File: config.mk
export PLATFORM = sky130hd
export DESIGN_NAME = prga_check
export DESIGN_NICKNAME = d
export VERILOG_FILES = /design/src/rtl/prga_check.sv
export SDC_FILE = /design/constraint.sdc
export NUM_CORES = 1
export LEC_CHECK = 0
export CAP_MARGIN = 20
export CORE_AREA = 2 2 116 118
export CTS_BUF_LIST = sky130_fd_sc_hd__clkbuf_2 sky130_fd_sc_hd__clkbuf_4 sky130_fd_sc_hd__clkbuf_8
export DETAILED_ROUTE_END_ITERATION = 8
export DIE_AREA = 0 0 118 120
export PLACE_DENSITY = 0.58
export SLEW_MARGIN = 20
export SYNTH_ARGS = -nofsm -noshare
export SYNTH_HDL_FRONTEND = slang
export SYNTH_SLANG_ARGS = --single-unit
File: constraint.sdc
create_clock -name clk -period 3.8 [get_ports clk]
set_input_delay 0.76 -clock clk [delete_from_list [all_inputs] [get_ports clk]]
set_output_delay 0.76 -clock clk [all_outputs]
set_load 0.05 [all_outputs]
File: src/rtl/prga_check.sv
// RC4 pseudo-random generation and decrypt stage with a printable-ASCII check
// on every plaintext byte; reads S and ciphertext, writes length-prefixed plaintext.
module prga_check #(
  parameter bit         EARLY_ABORT = 1'b1,
  parameter logic [7:0] LO_CHAR     = 8'h20,
  parameter logic [7:0] HI_CHAR     = 8'h7E
) (
  input  logic       clk,
  input  logic       rst,
  input  logic       en,
  output logic       rdy,
  output logic       valid,
  output logic [7:0] s_addr,
  input  logic [7:0] s_rddata,
  output logic [7:0] s_wrdata,
  output logic       s_wren,
  output logic [7:0] ct_addr,
  input  logic [7:0] ct_rddata,
  output logic [7:0] pt_addr,
  output logic [7:0] pt_wrdata,
  output logic       pt_wren
);

  localparam int unsigned DW = 8;

  localparam logic [3:0] S_IDLE    = 4'd0;
  localparam logic [3:0] S_RD_LEN  = 4'd1;
  localparam logic [3:0] S_GET_LEN = 4'd2;
  localparam logic [3:0] S_WR_LEN  = 4'd3;
  localparam logic [3:0] S_RD_SI   = 4'd4;
  localparam logic [3:0] S_GET_SI  = 4'd5;
  localparam logic [3:0] S_RD_SJ   = 4'd6;
  localparam logic [3:0] S_GET_SJ  = 4'd7;
  localparam logic [3:0] S_WR_SI   = 4'd8;
  localparam logic [3:0] S_WR_SJ   = 4'd9;
  localparam logic [3:0] S_RD_PAD  = 4'd10;
  localparam logic [3:0] S_GET_PAD = 4'd11;
  localparam logic [3:0] S_WR_PT   = 4'd12;
  localparam logic [3:0] S_DONE    = 4'd13;

  logic [3:0]    state, state_n;
  logic [DW-1:0] i, i_n, j, j_n, k, k_n, len, len_n, si, si_n, sj, sj_n;
  logic          rdy_n, valid_n, s_wren_n, pt_wren_n;
  logic [DW-1:0] s_addr_n, s_wrdata_n, ct_addr_n, pt_addr_n, pt_wrdata_n;
  logic          bad_c;

  // Byte currently being written to pt_mem falls outside the printable window
  assign bad_c = (pt_wrdata < LO_CHAR) || (pt_wrdata > HI_CHAR);

  always_ff @(posedge clk or posedge rst) begin
    if (rst) begin
      state     <= S_IDLE;
      i         <= '0;
      j         <= '0;
      k         <= '0;
      len       <= '0;
      si        <= '0;
      sj        <= '0;
      rdy       <= 1'b1;
      valid     <= 1'b1;
      s_addr    <= '0;
      s_wrdata  <= '0;
      s_wren    <= 1'b0;
      ct_addr   <= '0;
      pt_addr   <= '0;
      pt_wrdata <= '0;
      pt_wren   <= 1'b0;
    end else begin
      state     <= state_n;
      i         <= i_n;
      j         <= j_n;
      k         <= k_n;
      len       <= len_n;
      si        <= si_n;
      sj        <= sj_n;
      rdy       <= rdy_n;
      valid     <= valid_n;
      s_addr    <= s_addr_n;
      s_wrdata  <= s_wrdata_n;
      s_wren    <= s_wren_n;
      ct_addr   <= ct_addr_n;
      pt_addr   <= pt_addr_n;
      pt_wrdata <= pt_wrdata_n;
      pt_wren   <= pt_wren_n;
    end
  end

  // Outputs are computed for the state being entered, so every port is a flop
  always_comb begin
    state_n     = state;
    i_n         = i;
    j_n         = j;
    k_n         = k;
    len_n       = len;
    si_n        = si;
    sj_n        = sj;
    rdy_n       = rdy;
    valid_n     = valid;
    s_addr_n    = s_addr;
    s_wrdata_n  = s_wrdata;
    s_wren_n    = 1'b0;
    ct_addr_n   = ct_addr;
    pt_addr_n   = pt_addr;
    pt_wrdata_n = pt_wrdata;
    pt_wren_n   = 1'b0;
    case (state)
      S_IDLE: begin
        if (en && rdy) begin
          state_n   = S_RD_LEN;
          rdy_n     = 1'b0;
          valid_n   = 1'b1;
          i_n       = '0;
          j_n       = '0;
          ct_addr_n = '0;
        end
      end
      S_RD_LEN:  state_n = S_GET_LEN;
      S_GET_LEN: begin
        state_n     = S_WR_LEN;
        len_n       = ct_rddata;
        pt_addr_n   = '0;
        pt_wrdata_n = ct_rddata;
        pt_wren_n   = 1'b1;
        k_n         = DW'(1);
      end
      S_WR_LEN: begin
        if (len == '0) begin
          state_n = S_DONE;
        end else begin
          state_n  = S_RD_SI;
          i_n      = DW'(i + DW'(1));
          s_addr_n = DW'(i + DW'(1));
        end
      end
      S_RD_SI:  state_n = S_GET_SI;
      S_GET_SI: begin
        state_n  = S_RD_SJ;
        si_n     = s_rddata;
        j_n      = DW'(j + s_rddata);
        s_addr_n = DW'(j + s_rddata);
      end
      S_RD_SJ:  state_n = S_GET_SJ;
      S_GET_SJ: begin
        state_n    = S_WR_SI;
        sj_n       = s_rddata;
        s_addr_n   = i;
        s_wrdata_n = s_rddata;
        s_wren_n   = 1'b1;
      end
      S_WR_SI: begin
        state_n    = S_WR_SJ;
        s_addr_n   = j;
        s_wrdata_n = si;
        s_wren_n   = 1'b1;
      end
      S_WR_SJ: begin
        state_n   = S_RD_PAD;
        s_addr_n  = DW'(si + sj);
        ct_addr_n = k;
      end
      S_RD_PAD:  state_n = S_GET_PAD;
      S_GET_PAD: begin
        state_n     = S_WR_PT;
        pt_addr_n   = k;
        pt_wrdata_n = s_rddata ^ ct_rddata;
        pt_wren_n   = 1'b1;
      end
      S_WR_PT: begin
        if (bad_c) valid_n = 1'b0;
        if ((bad_c && EARLY_ABORT) || (k == len)) begin
          state_n = S_DONE;
        end else begin
          state_n  = S_RD_SI;
          k_n      = DW'(k + DW'(1));
          i_n      = DW'(i + DW'(1));
          s_addr_n = DW'(i + DW'(1));
        end
      end
      S_DONE: begin
        state_n = S_IDLE;
        rdy_n   = 1'b1;
      end
      default: begin
        state_n = S_IDLE;
        rdy_n   = 1'b1;
      end
    endcase
  end

endmodule

==> results of run 1 <==
cell type report:
type	count	area, sq um
multi-input combinational	400	2490
tap	176	220
clock buffer	10	138
sequential	96	2400
fill	1244	6950
clock inverter	6	35.0
inverter	18	70.1
timing repair buffer	67	671
cells by family (layout without fill, tap and decap cells):
kind of cell | Yosys count | after routing
XOR/XNOR | 26 | 26
multiplexers | 13 | 13
AND/OR/NAND/NOR | 199 | 199
flip-flops | 96 | 96
buffers and inverters | 42 | 101
AO/OA/AOI/OAI | 144 | 144
adder cells (fa/ha/maj) | 18 | 18
per-stage QoR:
step                instances  cell area, sq um
floorplan                 538              5070
global placement          757              5850
detailed placement        757              5850
CTS                       773              6030
global route              773              6030
finish                    773              6030
power breakdown:
part	total, uW	internal [uW]	switching, uW
Sequential	1780	1400	384
Combinational	2750	1060	1700
Clock	614	251	363
Total	5150	2710	2440
tightest hold or removal path: stages (launching register included):
cell and delay (ns):
sky130_fd_sc_hd__dfrtp_1 0.34, sky130_fd_sc_hd__nand2_1 0.05, sky130_fd_sc_hd__nand2_1 0.05
metal layers:
metal | GRT usage [%] | routed length (microns)
met5 | 0 | 0
met1 | 29.3 | 6530
met3 | 2.52 | 587
met2 | 30.3 | 6070
met4 | 7.98 | 226
final timing paths:
check / from / cells after the start / slack (ns) / end
max in group asynchronous: rst / 3 / 2.34 / s_wrdata[1]
worst max-delay path: s_rddata[0] / 9 / 0.88 / s_addr[6]
worst min register to register: s_wrdata[0] / 2 / 0.48 / s_wrdata[0]
worst max register to register: state[1] / 6 / 1.19 / s_addr[0]
min in group asynchronous: rst / 2 / 0.77 / pt_addr[5]
worst min-delay path: s_wrdata[0] / 2 / 0.48 / s_wrdata[0]
placed cells by master, fill, tap and decap left out, types with 5 or more instances in the layout:
master,instances
sky130_fd_sc_hd__nor2_1,30
sky130_fd_sc_hd__a211oi_1,7
sky130_fd_sc_hd__nand2_1,101
sky130_fd_sc_hd__ha_1,16
sky130_fd_sc_hd__nor3_1,6
sky130_fd_sc_hd__dfrtp_1,94
sky130_fd_sc_hd__o21ai_0,41
sky130_fd_sc_hd__clkdlybuf4s50_1,62
sky130_fd_sc_hd__a21o_1,8
sky130_fd_sc_hd__xor2_1,8
sky130_fd_sc_hd__a22oi_1,9
sky130_fd_sc_hd__clkbuf_8,10
sky130_fd_sc_hd__and2_1,5
sky130_fd_sc_hd__a22o_1,9
sky130_fd_sc_hd__a31oi_1,5
sky130_fd_sc_hd__xnor2_1,18
sky130_fd_sc_hd__nand3_1,25
sky130_fd_sc_hd__a21oi_1,23
sky130_fd_sc_hd__inv_1,17
sky130_fd_sc_hd__mux2_2,9
==> implementation parameters, run 1 <==
Parameter                              Value

STA
  Peak Freq ... 0.342 GHz
  Number of failing setup endpoints in the final timing report ... 0
  Final slew viol count ... 0
  Worst-Margin Slew ... 0.826 ns
  PnR worst setup slack ... 0.879 ns
  Worst slew slack as a fraction of its limit ... 44.7%
  Total negative slack for setup checks ... 0 ns
  Final cycle utilization of the critical path ... 76.9%
  Number of hold violations in the final report ... 0
  Worst-case hold slack ... 0.475 ns
  Final worst clock skew ... 0.00938 ns
  Final critical delay including setup and external delays ... 2.92 ns
  Setup repair after global routing missed its margin ... no

Die
  Die extent in x ... 118 microns
  Standard-cell row count ... 42
  Starting Density ... 39.0%
  Total die area ... 0.0142 sq mm
  Die height ... 120 microns
  Io pins ... 63
  Placeable core region ... 0.0130 sq mm

Critical path
  Crit end category ... flip-flop
  Buffers and inverters on the worst path ... 1
  Largest fanout on the critical path ... 6
  Master of the slowest instance on the critical path ... sky130_fd_sc_hd__clkdlybuf4s50_1
  Critical path data required time ... 4.07 ns
  Worst path cell trace ... clkdlybuf4s50_1, ha_1, fa_1, a211oi_1, o21bai_1, a21oi_1, xor2_1, o211ai_1, a32o_1
  CP peak stage delay ... 0.53 ns
  Top Family by Delay on Critical Path ... compound AO/OA/AOI/OAI gates
  Worst setup path category ... primary input to flip-flop
  Endpoint arrival time on the critical path ... 3.19 ns
  Startpoint type of the worst setup path ... primary input

Clocking
  Number of gates resized after CTS ... 0
  CTS Root Buffer Type ... sky130_fd_sc_hd__clkbuf_8
  Sink Count ... 96
  Setup bufs post-CTS ... 0
  Maximum level of the CTS H-tree ... 3
  TritonCTS buffer count ... 9
  Clock-pin slew reported for the worst setup and hold paths after clock tree synthesis ... 0.09 ns
  Insertion delay of the later-clocked pin in the worst-skew pair ... 0.37 ns
  Buffer depth of the longest clock path ... 2
  Clock tree from TritonCTS ... yes
  # hold bufs at CTS ... 0

Yosys
  Number of enable flip-flop cells after synthesis ... 0
  Count of warnings emitted by yosys ... 0
  Most numerous cell types in the synthesized netlist ... sky130_fd_sc_hd__nand2_1, sky130_fd_sc_hd__dfrtp_1, sky130_fd_sc_hd__o21ai_0
  Sequential cell area fraction in the yosys report ... 47.5%
  Distinct cells, synth ... 65
  Largest family of logic cells by synthesized area ... compound AO/OA/AOI/OAI gates
  Synth Area in Compound Gates ... 19.2%
  Mapped cell area ... 0.00507 sq mm
  Avg Inst Size Synth ... 9.42 sq um
  Post-synth ARST share ... 100%
  Parity-gate share of the synthesized area counting xor and xnor cells ... 4.49%
  Dominant register cell in the synthesized netlist ... sky130_fd_sc_hd__dfrtp_1
  Simple-gate share of the synthesized area ... 17.9%
  Share of Yosys cell area claimed by the top area cell type ... 46.4%
  Synthesis-stage register bit count ... 96
  Top-count cell post-synth ... sky130_fd_sc_hd__nand2_1
  Post-synthesis adder-cell area fraction ... 4.74%
  Total nets after synthesis ... 575
  Portion of netlist area occupied by mux cells ... 2.81%
  Post-synthesis cell count ... 538
  Leading area contributor after synthesis ... sky130_fd_sc_hd__dfrtp_1
  Biggest area contributors in the synthesized netlist ... sky130_fd_sc_hd__dfrtp_1, sky130_fd_sc_hd__nand2_1, sky130_fd_sc_hd__o21ai_0

Place
  Half-perimeter wire length of the detailed placement result ... 9.81 mm
  IO buf count ... 62
  Setup slack at placement ... 0.474 ns
  GPL Wtd Cong ... 0.846

Drt
  Routed vias/inst ... 5.53
  Total via count after detailed routing ... 4,275
  Wirelength, routed ... 13.4 mm
  Total DRC errors in the routed layout ... 0
  DR WL/cell ... 17.3 microns
  Drt initial violations ... 416
  First-pass iteration count of the detailed router ... 6
  Remaining antenna violation count ... 0

Layout
  Proportion of layout cells with a drive suffix above 1 ... 7.54%
  Layout area overhead ... 18.9%
  Diodes inserted ... 0
  Count of nets after finishing ... 629
  Fin util ... 46.4%

Global routing
  Via count of the first global-routing pass ... 4,159
  Congestion Overflow GR ... 0
  Number of antenna violations at the first check in global routing ... 0
  Pin count of the biggest net entering global routing ... 57
  Total routing resource utilization after global routing ... 20.0%
  First-pass GRT wire length ... 22.4 mm

Pwr
  Worst vdd rail ir drop ... 0.306 mV
  Overall power after layout ... 5150 uW
  Power density over cell area ... 854 mW/mm^2
  Static leakage ... 0.00265 uW

Flow run
  Total of max-cap violations ... 0

Hold path
  Classification of the worst-slack hold path ... flip-flop to flip-flop

Status
  Status ... complete, no violations
No activity file was read; power rests on OpenSTA's default activity.
==> run 2, diff against run 1 <==
PLACE_DENSITY = 0.6   (was 0.58)
clock period = 2.4 ns   (was 3.8 ns; I/O delays follow)
==> run 2 against run 1 <==
Compared with the run above:
- sequential power is 57% higher
- first-iteration DRC count is 26% higher
- worst hold slack worse by 0.0064 ns
- global-route usage is 0.13 points lower
- critical endpoint is now s_addr[7]
- via count is 2.5% higher
- clock power is 54% higher
- setup slack worse by 0.76 ns
- count of clock-buffer cells in the layout stayed put
- total power is 64% higher
- flip-flop and latch count stayed put
==> implementation parameters, run 2 (same netlist as run 1, synthesis figures left out) <==
Parameter                              Value

Pwr
  Worst vdd rail ir drop ... 0.441 mV (+44%)
  Static leakage ... 0.00287 uW (+8.0%)
  Power density over cell area ... 1330 mW/mm^2 (+55%)
  Overall power after layout ... 8450 uW (+64%)

Drt
  Routed vias/inst ... 5.39 (-2.5%)
  DR WL/cell ... 16.8 microns (-3.2%)
  Total DRC errors in the routed layout ... 0 (unchanged)
  Drt initial violations ... 526 (+26%)
  Wirelength, routed ... 13.7 mm (+1.8%)
  Total via count after detailed routing ... 4,383 (+2.5%)
  Remaining antenna violation count ... 0 (unchanged)
  First-pass iteration count of the detailed router ... 6 (unchanged)

Critical path
  Worst path cell trace ... clkdlybuf4s50_1, ha_1, o211ai_1, o21ai_1, o31ai_2, and4_1, nor4_2, o32ai_1
  Critical path launch point ... s_rddata[2]
  Crit end category ... flip-flop
  Startpoint type of the worst setup path ... primary input
  Worst r2r path cells ... 8 (+2)
  Largest fanout on the critical path ... 5 (-1)
  Master of the slowest instance on the critical path ... sky130_fd_sc_hd__clkdlybuf4s50_1
  Critical R2R Launch ... si[0]
  Endpoint arrival time on the critical path ... 2.54 ns (-0.65 ns)
  Slack of the worst reg-to-reg path ... 0.13 ns (-1.06 ns)
  CP peak stage delay ... 0.47 ns (-0.06 ns)
  Worst setup path category ... primary input to flip-flop
  Critical path data required time ... 2.67 ns (-1.40 ns)
  Critical path endpoint ... s_addr[7]
  Critical R2R Capture ... s_addr[4]

Place
  IO buf count ... 62 (unchanged)
  Setup slack at placement ... -0.543 ns (-1.02 ns)
  GPL Wtd Cong ... 0.819 (-3.2%)
  Number of cells after detailed placement ... 798 (+5.4%)
  Half-perimeter wire length of the detailed placement result ... 10.1 mm (+2.6%)

Die
  Standard-cell row count ... 42 (unchanged)
  Placeable core region ... 0.0130 sq mm (unchanged)
  Total die area ... 0.0142 sq mm (unchanged)
  Die extent in x ... 118 microns (unchanged)
  Die height ... 120 microns (unchanged)
  Starting Density ... 39.0% (unchanged)
  Io pins ... 63 (unchanged)

Global routing
  Pin count of the biggest net entering global routing ... 97 (+70%)
  First-pass GRT wire length ... 22.2 mm (-0.71%)
  Total routing resource utilization after global routing ... 19.9% (-0.13 points)
  Via count of the first global-routing pass ... 4,121 (-0.91%)
  Number of antenna violations at the first check in global routing ... 0 (unchanged)
  Congestion Overflow GR ... 0 (unchanged)

STA
  Final slew viol count ... 0 (unchanged)
  Setup repair after global routing missed its margin ... no
  Final worst clock skew ... 0.0107 ns (+0.00129 ns)
  Peak Freq ... 0.439 GHz
  Final cycle utilization of the critical path ... 94.9%
  Number of failing setup endpoints in the final timing report ... 0 (unchanged)
  Total negative slack for setup checks ... 0 ns (unchanged)
  Number of hold violations in the final report ... 0 (unchanged)
  PnR worst setup slack ... 0.122 ns (-0.757 ns)
  Worst-Margin Slew ... 0.594 ns (-0.233 ns)
  Worst slew slack as a fraction of its limit ... 60.3% (+16 points)
  Final critical delay including setup and external delays ... 2.28 ns

Clocking
  Sink Count ... 96 (unchanged)
  Clock tree from TritonCTS ... yes
  Clock-pin slew reported for the worst setup and hold paths after clock tree synthesis ... 0.09 ns (about the same)
  Maximum level of the CTS H-tree ... 3 (unchanged)
  Setup bufs post-CTS ... 0 (unchanged)
  TritonCTS buffer count ... 9 (unchanged)
  Insertion delay of the later-clocked pin in the worst-skew pair ... 0.37 ns (about the same)
  CTS Root Buffer Type ... sky130_fd_sc_hd__clkbuf_8
  Buffer depth of the longest clock path ... 2 (unchanged)
  # hold bufs at CTS ... 0 (unchanged)

Layout
  Count of nets after finishing ... 670 (+6.5%)
  Most frequent standard cell in the layout excluding fill and tap cells ... sky130_fd_sc_hd__nand2_1
  Proportion of layout cells with a drive suffix above 1 ... 14.8% (+7.2 points)
  Most frequent cells in the layout ... sky130_fd_sc_hd__nand2_1, sky130_fd_sc_hd__dfrtp_1, sky130_fd_sc_hd__clkdlybuf4s50_1
  Diodes inserted ... 0 (unchanged)
  Fin util ... 49.1% (+2.7 points)
  Filler-free cell count of the finished design ... 813 (+5.2%)
  Layout area overhead ... 25.8%
  # fillers ... 1,203 (-3.3%)

Flow run
  Total of max-cap violations ... 0 (unchanged)

Hold path
  Classification of the worst-slack hold path ... flip-flop to flip-flop

Status
  Status ... complete, no violations
==> run 2: report_power, final <==
group          internal, uW  switching [uW]
combinational          1920            2790
clock                   383             566
sequential             2220             573
==> run 2: timing repair <==
action,in CTS,in global routing
gates resized for setup,6,6
pin swaps,2,1
setup endpoints to repair,3,3
==> run 2: worst max-delay path, delay by kind of cell <==
family	cells	cell delay, ns
AOI/OAI and AO/OA	4	0.88
buffers and inverters	1	0.47
adders and majority gates	1	0.40
and+or+nand+nor	2	0.31
==> run 2: stage by stage <==
step	cell area, sq um	hold WS [ns]
5_1_grt	6370	0.513
2_1_floorplan	5070	0.473
3_3_place_gp	6160	0.450
6_report	6370	0.469
3_5_place_dp	6160	0.456
4_1_cts	6350	0.476
==> run 2: cell type report <==
type	count	area, sq um	area share [%]
tap	176	220	3.46
sequential	96	2400	37.7
clock buffer	10	131	2.06
multi-input combinational	400	2530	39.7
inverter	18	71.3	1.12
clock inverter	5	35.0	0.550
timing repair buffer	108	983	15.4
==> run 2: metal layers <==
metal | routed length, microns | track usage, %
met5 | 0 | 0
met4 | 270 | 7.15
met3 | 669 | 2.85
met2 | 6060 | 29.9
met1 | 6650 | 29.3
==> run 2: worst min-delay path by stage <==
stage	startpoint	endpoint	slack, ns	cells past startpoint
floorplan	j[5]	j[5]	0.47	2
global placement	s_wrdata[3]	s_wrdata[3]	0.45	2
detailed placement	s_wrdata[1]	s_wrdata[1]	0.46	2
CTS	s_wrdata[1]	s_wrdata[1]	0.48	2
global route	s_wrdata[4]	s_wrdata[4]	0.51	2
finish	s_wrdata[3]	s_wrdata[3]	0.47	2
